`src/rtl/pipe_ctrl_pkg.sv`:
```
// Shared constants and encodings for the pipeline stall/flush sequencer.
package pipe_ctrl_pkg;

  localparam int unsigned NSEG = 5;

  localparam int unsigned STG_IF  = 0;
  localparam int unsigned STG_PD  = 1;
  localparam int unsigned STG_ID  = 2;
  localparam int unsigned STG_EX  = 3;
  localparam int unsigned STG_MEM = 4;

  localparam logic [31:0] RESET_PC = 32'hBFC00000;

  typedef enum logic {
    ST_RUN,
    ST_WAIT_IF
  } state_e;

  typedef enum logic [1:0] {
    CAUSE_NONE,
    CAUSE_BP,
    CAUSE_EXC
  } cause_e;

endpackage

```
`src/rtl/pipe_ctrl_stall_encode.sv`:
```
// Priority encoder: the highest stalled stage holds every segment below it
// and inserts a bubble into its own segment.
module pipe_stall_encode #(
  parameter int unsigned NSEG = 5
) (
  input  logic [NSEG-1:0] i_stall_req,
  output logic [NSEG-1:0] o_seg_stall,
  output logic [NSEG-1:0] o_seg_refresh
);

  // Later (higher) set bits overwrite earlier ones, leaving the highest winner.
  always_comb begin
    o_seg_stall   = '0;
    o_seg_refresh = '0;
    for (int unsigned i = 0; i < NSEG; i++) begin
      if (i_stall_req[i]) begin
        o_seg_refresh    = '0;
        o_seg_refresh[i] = 1'b1;
        o_seg_stall      = '0;
        for (int unsigned j = 0; j < i; j++) begin
          o_seg_stall[j] = 1'b1;
        end
      end
    end
  end

endmodule

```
`src/rtl/pipe_ctrl.sv`:
```
// Central stall/flush sequencer: segment stall/refresh, fetch redirect with
// a pending slot while fetch is busy, and a saturating stall-cycle counter.
module pipe_ctrl #(
  parameter int unsigned NSEG     = pipe_ctrl_pkg::NSEG,
  parameter logic [31:0] RESET_PC = pipe_ctrl_pkg::RESET_PC,
  parameter int unsigned CNT_W    = 32
) (
  input  logic             clk,
  input  logic             reset,
  input  logic [NSEG-1:0]  stall_req,
  input  logic             ec_bp_fail,
  input  logic [31:0]      ec_target,
  input  logic             exc_valid,
  input  logic [31:0]      exc_vector,
  input  logic             if_busy,
  output logic [NSEG-1:0]  seg_stall,
  output logic [NSEG-1:0]  seg_refresh,
  output logic             redirect_valid,
  output logic [31:0]      redirect_pc,
  output logic             fail_flushed,
  output logic [CNT_W-1:0] stall_cnt
);
  import pipe_ctrl_pkg::*;

  logic [NSEG-1:0] w_enc_stall;
  logic [NSEG-1:0] w_enc_refresh;
  logic            w_exc_acc;
  logic            w_bp_acc;
  cause_e          w_cause;
  logic [31:0]     w_target;

  state_e          r_state;
  state_e          w_state_nxt;
  logic [31:0]     r_pend_pc;
  logic [31:0]     w_pend_pc_nxt;
  cause_e          r_pend_cause;
  cause_e          w_pend_cause_nxt;
  logic [31:0]     r_last_pc;
  logic [CNT_W-1:0] r_stall_cnt;
  logic            r_fail_flushed;

  pipe_stall_encode #(
    .NSEG(NSEG)
  ) u_encode (
    .i_stall_req   (stall_req),
    .o_seg_stall   (w_enc_stall),
    .o_seg_refresh (w_enc_refresh)
  );

  // Accept exceptions only while MEM is not blocked; exception beats mispredict.
  always_comb begin
    w_exc_acc = exc_valid & ~stall_req[NSEG-1];
    w_bp_acc  = ec_bp_fail & ~w_exc_acc;
    if (w_exc_acc) begin
      w_cause  = CAUSE_EXC;
      w_target = exc_vector;
    end else if (w_bp_acc) begin
      w_cause  = CAUSE_BP;
      w_target = ec_target;
    end else begin
      w_cause  = CAUSE_NONE;
      w_target = ec_target;
    end
  end

  // FSM state and pending-redirect registers.
  always_ff @(posedge clk) begin
    if (reset) begin
      r_state      <= ST_RUN;
      r_pend_pc    <= RESET_PC;
      r_pend_cause <= CAUSE_NONE;
    end else begin
      r_state      <= w_state_nxt;
      r_pend_pc    <= w_pend_pc_nxt;
      r_pend_cause <= w_pend_cause_nxt;
    end
  end

  // Next state and pending target; a busy fetch parks the redirect in pend_pc.
  always_comb begin
    w_state_nxt      = r_state;
    w_pend_pc_nxt    = r_pend_pc;
    w_pend_cause_nxt = r_pend_cause;
    case (r_state)
      ST_RUN: begin
        if (w_cause != CAUSE_NONE && if_busy) begin
          w_state_nxt      = ST_WAIT_IF;
          w_pend_pc_nxt    = w_target;
          w_pend_cause_nxt = w_cause;
        end
      end
      ST_WAIT_IF: begin
        if (w_exc_acc) begin
          w_pend_pc_nxt    = exc_vector;
          w_pend_cause_nxt = CAUSE_EXC;
        end else if (w_bp_acc && r_pend_cause != CAUSE_EXC) begin
          w_pend_pc_nxt    = ec_target;
          w_pend_cause_nxt = CAUSE_BP;
        end
        if (!if_busy) begin
          w_state_nxt = ST_RUN;
        end
      end
      default: w_state_nxt = ST_RUN;
    endcase
  end

  // Outputs: segment controls and redirect pulse/target.
  always_comb begin
    seg_stall      = '0;
    seg_refresh    = '0;
    redirect_valid = 1'b0;
    redirect_pc    = r_last_pc;

    if (reset) begin
      seg_refresh = '1;
    end else if (w_exc_acc) begin
      seg_refresh = '1;
    end else begin
      seg_refresh = w_enc_refresh;
      if (w_bp_acc) begin
        seg_refresh[STG_IF] = 1'b1;
        seg_refresh[STG_PD] = 1'b1;
      end
      if (r_state == ST_WAIT_IF) begin
        seg_refresh[STG_IF] = 1'b1;
      end
      seg_stall = w_enc_stall & ~seg_refresh;
    end

    // A cause arriving on the release cycle is merged into the pending
    // target first, so the pulse carries the winning cause.
    if (reset) begin
      redirect_pc = RESET_PC;
    end else if (r_state == ST_RUN) begin
      if (w_cause != CAUSE_NONE && !if_busy) begin
        redirect_valid = 1'b1;
        redirect_pc    = w_target;
      end
    end else if (!if_busy) begin
      redirect_valid = 1'b1;
      redirect_pc    = w_pend_pc_nxt;
    end
  end

  // Stall counter, mispredict flag and the held redirect target.
  always_ff @(posedge clk) begin
    if (reset) begin
      r_stall_cnt    <= '0;
      r_fail_flushed <= 1'b0;
      r_last_pc      <= RESET_PC;
    end else begin
      if (|seg_stall && r_stall_cnt != '1) begin
        r_stall_cnt <= r_stall_cnt + 1'b1;
      end
      r_fail_flushed <= w_bp_acc;
      if (redirect_valid) begin
        r_last_pc <= redirect_pc;
      end
    end
  end

  assign stall_cnt    = r_stall_cnt;
  assign fail_flushed = r_fail_flushed;

endmodule

```
`config.mk`:
```
export PLATFORM = sky130hd
export DESIGN_NAME = pipe_ctrl
export DESIGN_NICKNAME = d
export VERILOG_FILES = /design/src/rtl/pipe_ctrl_pkg.sv /design/src/rtl/pipe_ctrl_stall_encode.sv /design/src/rtl/pipe_ctrl.sv
export SDC_FILE = /design/constraint.sdc
export NUM_CORES = 1
export LEC_CHECK = 0
export ABC_AREA = 1
export ABC_CLOCK_PERIOD_IN_PS = 1800
export BUFFER_PORTS_ARGS = -buffer_cell sky130_fd_sc_hd__buf_2
export CORE_ASPECT_RATIO = 1.1
export CORE_MARGIN = 4
export CORE_UTILIZATION = 55
export DETAILED_ROUTE_END_ITERATION = 10
export PLACE_DENSITY = 0.81
export SYNTH_ARGS = -nofsm -noshare
export SYNTH_HDL_FRONTEND = slang
export SYNTH_SLANG_ARGS = --single-unit
export TNS_END_PERCENT = 5
```
`constraint.sdc`:
```
create_clock -name clk -period 1.8 [get_ports clk]
set_input_delay 0.09 -clock clk [delete_from_list [all_inputs] [get_ports clk]]
set_output_delay 0.09 -clock clk [all_outputs]
set_load 0.05 [all_outputs]
```
==> summary.txt, run 1 <==
Status
  – Status: finished with violations
  – Failing checks: setup timing

Clocking
  – CTS Sinks: 100
  – Inserted Clock Buffers: 9
  – CTS Hold Bufs: 0
  – Max Root-Sink Buffers: 2
  – Clk Latency, worst-skew pair: 0.36 ns
  – CTS Root Cell: clkbuf_16
  – Clock Pin Slew Worst Setup and Hold Paths: 0.07 ns
  – CTS tree: yes
  – H-Tree Depth: 3

Run
  – Max cap viols: 0

Layout
  – Synthesis-to-finish area growth: 27.01%
  – Fin util: 0.7101
  – Post-route design area: 8508 sq um
  – Layout cells sized above 1: 0.2710
  – Diode count: 0
  – Nets: between 1k and 1.5k

Placement
  – Worst slack, placed: -0.02251 ns
  – Routability cong.: ~0.94
  – DP Wirelength: ~14000 um
  – Area of placed instances: between 7000 and 8000 sq um
  – Input/output buffers: 148

Synthesis
  – Avg Cell Area, Syn: 6.030 sq um
  – Top cell type's share of synthesized area: 0.2988
  – Syn_nets: 1186
  – Seq cells post-synth: 100
  – Yosys warning total: 0
  – Ys async rst share: 0
  – Cell taking the most area after synthesis: dfxtp_1
  – Library cells used by synthesis: 37
  – Commonest cells in the netlist: nand2_1 (371), nor2_1 (108), dfxtp_1 (100), a21oi_1 (98), inv_1 (88)
  – Seq/Total Area, Yosys: 0.2988
  – Synth Instances: 1111
  – Top-count cell post-synth: nand2_1
  – Dominant cells by area after synthesis: dfxtp_1 (30%), nand2_1 (21%), a21oi_1 (7.3%)
  – Most used flip-flop cell after synthesis: dfxtp_1
  – Number of flops mapped to enable cells by yosys: 0
  – Post-Syn Area: 6699 sq um

GRT
  – Number of global-route vias before repair: 7070
  – Antenna violations before repair: 0
  – Grt ovf: 0
  – GRT Resource Usage Total: 0.2861
  – Pin count of the biggest net entering global routing: 55
  – First-pass GRT wire length: 32810 um

Timing
  – Slew @ Worst Pin: 0.7137 ns
  – Fin. Hold Viols: 0
  – Final min period: 1.970 ns
  – Max Freq: 507.5 MHz
  – Clock Skews: 0.005888 ns
  – Hold_ws: 0.09034 ns
  – Final Setup Violations: 32
  – Slew HR: 0.5242
  – Period utilization: 1.095
  – Final WS setup: -0.1704 ns
  – Unrepaired setup endpoints after global routing: yes
  – Fin. max-slew vios: 0

Die
  – Io pins: 150
  – Core ar.: 11980 sq um
  – Die X-Extent: ~110 um
  – # rows: 42
  – Initial Util: 0.5591
  – Die Ht: 123.8 um
  – Die Area: 14010 sq um

Power
  – Worst VDD drop: 0.0004820 V
  – Leakage power: 4.008 nW
  – PD cells: 726.7 nW/um^2
  – Tot Pwr: roughly 6.2 mW

Worst setup path
  – Setup crit start: r_pend_cause[0]
  – R2R Path End: stall_cnt[26]
  – Worst r2r path cells: 11
  – Crit path capture: redirect_pc[21]
  – Worst R2R Start: stall_cnt[0]
  – Flop2flop setup slack: 0.14 ns
  – Critical Path RT: 1.71 ns
  – Kind of critical path: reg2out
  – Worst-path fanout max: 21
  – Critical path launch point type: flip-flop
  – CP Data Arrival Time: 1.88 ns
  – Crit. End Element: output pin

Route
  – Routed WL: just over 20000 um
  – Vias per cell: roughly 5.5
  – Starting DRT DRC Count: 675
  – WL/cell: 14.52 um
  – DRC: 0
  – DR pass1 iterations: 6
  – Via count: 7822
  – Number of nets with antenna violations after routing: 0

Hold path
  – Hold crit path type: in2reg
cell families (layout without fill, tap and decap cells):
family	after synthesis	count (layout)	share of synthesized area
xor gates and xnor gates	14	14	0.01830
and+or+nand+nor	664	664	0.4399
AOI/OAI and AO/OA	175	175	0.1408
buffers and inverters	156	307	0.09974
adders and majority gates	1	1	0.001867
other	1	1	0.0005598
DFF	100	100	0.2988
metrics by stage:
step | instances | setup TNS, ns
detailed placement | 1396 | -0.02251
finish | 1416 | -3.106
floorplan | 1111 | -4.550
CTS | 1415 | -2.725
global route | 1416 | -5.998
global placement | 1396 | -0.002367
cell type report:
type,instances,area (sq um)
Clock buffer,12,256.5
Tap cell,154,192.7
Inverter,97,369.1
Timing Repair Buffer,194,1410
Sequential cell,100,2043
Multi-Input combinational cell,855,4204
Fill cell,1040,3473
Clock inverter,4,32.53
critical path, stage by stage, from the launching register on:
cell and delay [ns]:
dfxtp_2 0.33, inv_2 0.04, nand2_2 0.06, nand3_2 0.10
nand2_2 0.11, nand2_4 0.07, buf_12 0.16, nand2_1 0.09
nand4_1 0.15, a21oi_2 0.22, buf_6 0.18
state kept, by name (all words and copies together), names as in the netlist:
name and count:
stall_cnt 32, r_last_pc 32, r_pend_pc 32, r_pend_cause 2, fail_flushed 1, r_state 1
layer usage:
| layer | wire length [um] | track usage |
|---|---|---|
| met1 | 8555 | 0.3676 |
| met2 | 9797 | 0.4793 |
| met3 | 1773 | 0.05394 |
| met4 | 432 | 0.1089 |
| met5 | 0 | 0 |
where the power goes:
part / leakage, nW / total (mW) / internal (mW) / switching, mW
logic: 3.04 / 1.81 / 0.625 / 1.19
clock network: 0.135 / 1.94 / 1.02 / 0.918
registers: 0.836 / 2.43 / 2.37 / 0.0615
total: 4.01 / 6.18 / 4.01 / 2.17
repair_timing:
item                                   4_1_cts  5_1_grt
endpoints found under the hold margin        0        0
buffers inserted                             2        1
setup endpoints to repair                   32       62
pin swaps                                    5        9
resized for setup                           81       41
cloned                                       1        0
layout by cell type, fill, tap and decap left out, drive strengths merged, types with 13 or more instances in the layout:
master,instances
a21oi,109
buf,193
clkbuf,13
dfxtp,100
inv,98
nand2,389
nand3,77
nand3b,13
nand4,50
nor2,114
o21ai,57
or2,17
how the worst min path moves through the flow:
stage,from,endpoint,slack [ns],cells after the start
6_report,exc_vector[22],r_pend_pc[22],0.09,5
5_1_grt,exc_vector[31],r_pend_pc[31],0.11,5
4_1_cts,exc_vector[22],r_pend_pc[22],0.08,5
3_5_place_dp,r_pend_pc[22],r_pend_pc[22],0.44,2
3_3_place_gp,r_pend_pc[31],r_pend_pc[31],0.44,2
2_1_floorplan,exc_vector[27],r_pend_pc[27],0.32,4
Power figures use the tool's default switching activity.
==> inputs of run 2 (changes only) <==
--- a/config.mk
+++ b/config.mk
@@ -10,9 +10,9 @@
 export BUFFER_PORTS_ARGS = -buffer_cell sky130_fd_sc_hd__buf_2
 export CORE_ASPECT_RATIO = 1.1
 export CORE_MARGIN = 4
-export CORE_UTILIZATION = 55
+export CORE_UTILIZATION = 30
 export DETAILED_ROUTE_END_ITERATION = 10
-export PLACE_DENSITY = 0.81
+export SETUP_SLACK_MARGIN = 0.3
 export SYNTH_ARGS = -nofsm -noshare
 export SYNTH_HDL_FRONTEND = slang
 export SYNTH_SLANG_ARGS = --single-unit
==> run 2 against run 1 <==
  * Worst hold slack improved by 0.015 ns
  * First-iteration DRC count decreased by 49%
  * Power rose by 3.3%
  * Critical path type unchanged
  * The flow still finishes with violations (setup timing)
==> summary.txt, run 2 (synthesized netlist as in run 1, its figures left out) <==
Status
  – Status: finished with violations
  – Failing checks: setup timing

Layout
  – Multi-input gate area: 4679 sq um (+11%)
  – Fill count: 2313 (+120%)
  – Highest-count cells in the layout ignoring fill and taps: nand2_1 (335), buf_2 (115), nor2_1 (94), inv_1 (88), dfxtp_1 (67)
  – Nets: 1330 (-0.15%)
  – Layout cells sized above 1: 0.3190 (+0.04805)
  – Register Area: 2063 sq um (+0.98%)
  – Commonest non-fill, non-tap cell in the layout: nand2_1
  – Post-route design area: 9199 sq um (+8.1%)
  – Diode count: 0 (unchanged)
  – Synthesis-to-finish area growth: 37.32%

Power
  – Worst VDD drop: 0.0004837 V (+0.34%)
  – Leakage power: 4.238 nW (+5.8%)
  – PD cells: 694.1 nW/um^2 (-4.5%)

Die
  – Die X-Extent: 150.5 um (+33%)
  – Core ar.: 22040 sq um (+84%)
  – Die Ht: 164.7 um (+33%)
  – # rows: 57 (+36%)
  – Die Area: 24790 sq um (+77%)
  – Io pins: 150 (unchanged)
  – Initial Util: 0.3040 (-0.2551)

GRT
  – First-pass GRT wire length: 36830 um (+12%)
  – Antenna violations before repair: 1 (+1)
  – Pin count of the biggest net entering global routing: 55 (unchanged)
  – Grt ovf: 0 (unchanged)
  – Number of global-route vias before repair: 7386 (+4.5%)
  – GRT Resource Usage Total: 0.1855 (-0.1006)

Timing
  – Max Freq: 524.6 MHz (+3.4%)
  – Unrepaired setup endpoints after global routing: yes
  – Final WS setup: -0.1062 ns (+0.06413 ns)
  – Fin. max-slew vios: 0 (unchanged)
  – Final Setup Violations: 33 (+3.1%)
  – Fin. Hold Viols: 0 (unchanged)
  – Slew HR: 0.6210 (+0.09674)
  – Period utilization: 1.059 (-0.03563)
  – Clock Skews: 0.008717 ns (+0.002829 ns)
  – Hold_ws: 0.1056 ns (+0.01522 ns)
  – Slew @ Worst Pin: 0.5685 ns (-0.1451 ns)
  – Final min period: 1.906 ns (-0.06413 ns)

Run
  – Max cap viols: 0 (unchanged)

Route
  – Routed WL: 22930 um (+12%)
  – Starting DRT DRC Count: 344 (-49%)
  – Vias per cell: 4.924 (-11%)
  – DR pass1 iterations: 5 (-1)
  – Number of nets with antenna violations after routing: 0 (unchanged)
  – WL/cell: 14.75 um (+1.6%)
  – Via count: 7657 (-2.1%)
  – DRC: 0 (unchanged)

Placement
  – Routability cong.: 0.8950 (-5.1%)
  – Area of placed instances: 8309 sq um (+6.6%)
  – DP Wirelength: 16060 um (+17%)
  – Input/output buffers: 148 (unchanged)

Clocking
  – H-Tree Depth: 3 (unchanged)
  – Clock Pin Slew Worst Setup and Hold Paths: 0.07 ns (about the same)
  – Inserted Clock Buffers: 9 (unchanged)
  – CTS Root Cell: clkbuf_16
  – Clk Latency, worst-skew pair: 0.35 ns (about the same)
  – CTS Sinks: 100 (unchanged)
  – CTS tree: yes
  – Max Root-Sink Buffers: 2 (unchanged)

Worst setup path
  – Critical path launch point type: flip-flop
  – Critical Path RT: 1.71 ns (about the same)
  – Crit. End Element: output pin
  – CP Data Arrival Time: 1.82 ns (-0.06 ns)
  – Worst-path fanout max: 34 (+62%)
  – Kind of critical path: reg2out

Hold path
  – Hold crit path type: in2reg
[run 2: critical path: stages, from the launching register on]
cell and delay [ns]:
dfxtp_2 0.34, inv_2 0.13, nor2_2 0.06, nand2_1 0.07, nand2_2 0.06, buf_12 0.17
nand2_1 0.09, nand4_1 0.16, a21oi_4 0.20, buf_6 0.17
[run 2: timing repair]
item | CTS | global route
pin swaps | 63 | 53
endpoints found under the setup margin | 65 | 77
hold buffers | 0 | 0
gates resized for setup | 143 | 22
buffers inserted | 1 | 2
[run 2: power breakdown]
| group | internal (mW) | leakage, nW | switching, mW |
|---|---|---|---|
| registers | 2.36 | 0.841 | 0.0622 |
| logic | 0.662 | 3.25 | 1.28 |
| clock network | 1.09 | 0.146 | 0.942 |
[run 2: worst paths after layout]
kind	from	to	slack, ns	depth (start not counted)
max	r_state	redirect_pc[9]	-0.11	9
min	exc_vector[27]	r_pend_pc[27]	0.11	5
max reg2reg	stall_cnt[0]	stall_cnt[7]	0.07	11
min reg2reg	r_pend_pc[28]	r_pend_pc[28]	0.46	2
[run 2: layout make-up]
type | count | area share
inverter | 97 | 0.04040
sequential | 100 | 0.2243
timing repair buffer | 192 | 0.1540
clock inverter | 7 | 0.008025
tap | 295 | 0.04013
clock buffer | 9 | 0.02448
multi-input combinational | 855 | 0.5087
[run 2: metal layers]
metal / vias up / part of all wire / global-route usage
li1: 3888 / - / -
met3: 40 / 0.067 / 0.03952
met5: - / 0.00031 / 0
met2: 223 / 0.47 / 0.3121
met1: 3504 / 0.44 / 0.2338
met4: 2 / 0.023 / 0.06656
[run 2: metrics by stage]
| stage | power (mW) | setup slack, ns | setup TNS, ns | util | std cells |
|---|---|---|---|---|---|
| 2_1_floorplan | 3.748 | 0.1595 | 0 | - | 1111 |
| 3_3_place_gp | 4.217 | 0.09110 | 0 | 0.3771 | 1536 |
| 3_5_place_dp | 4.235 | 0.06536 | 0 | 0.3771 | 1536 |
| 4_1_cts | 6.444 | -0.1622 | -3.411 | 0.4132 | 1553 |
| 5_1_grt | 6.735 | -0.2724 | -7.468 | 0.4174 | 1555 |
| 6_report | 6.385 | -0.1062 | -2.364 | 0.4174 | 1555 |
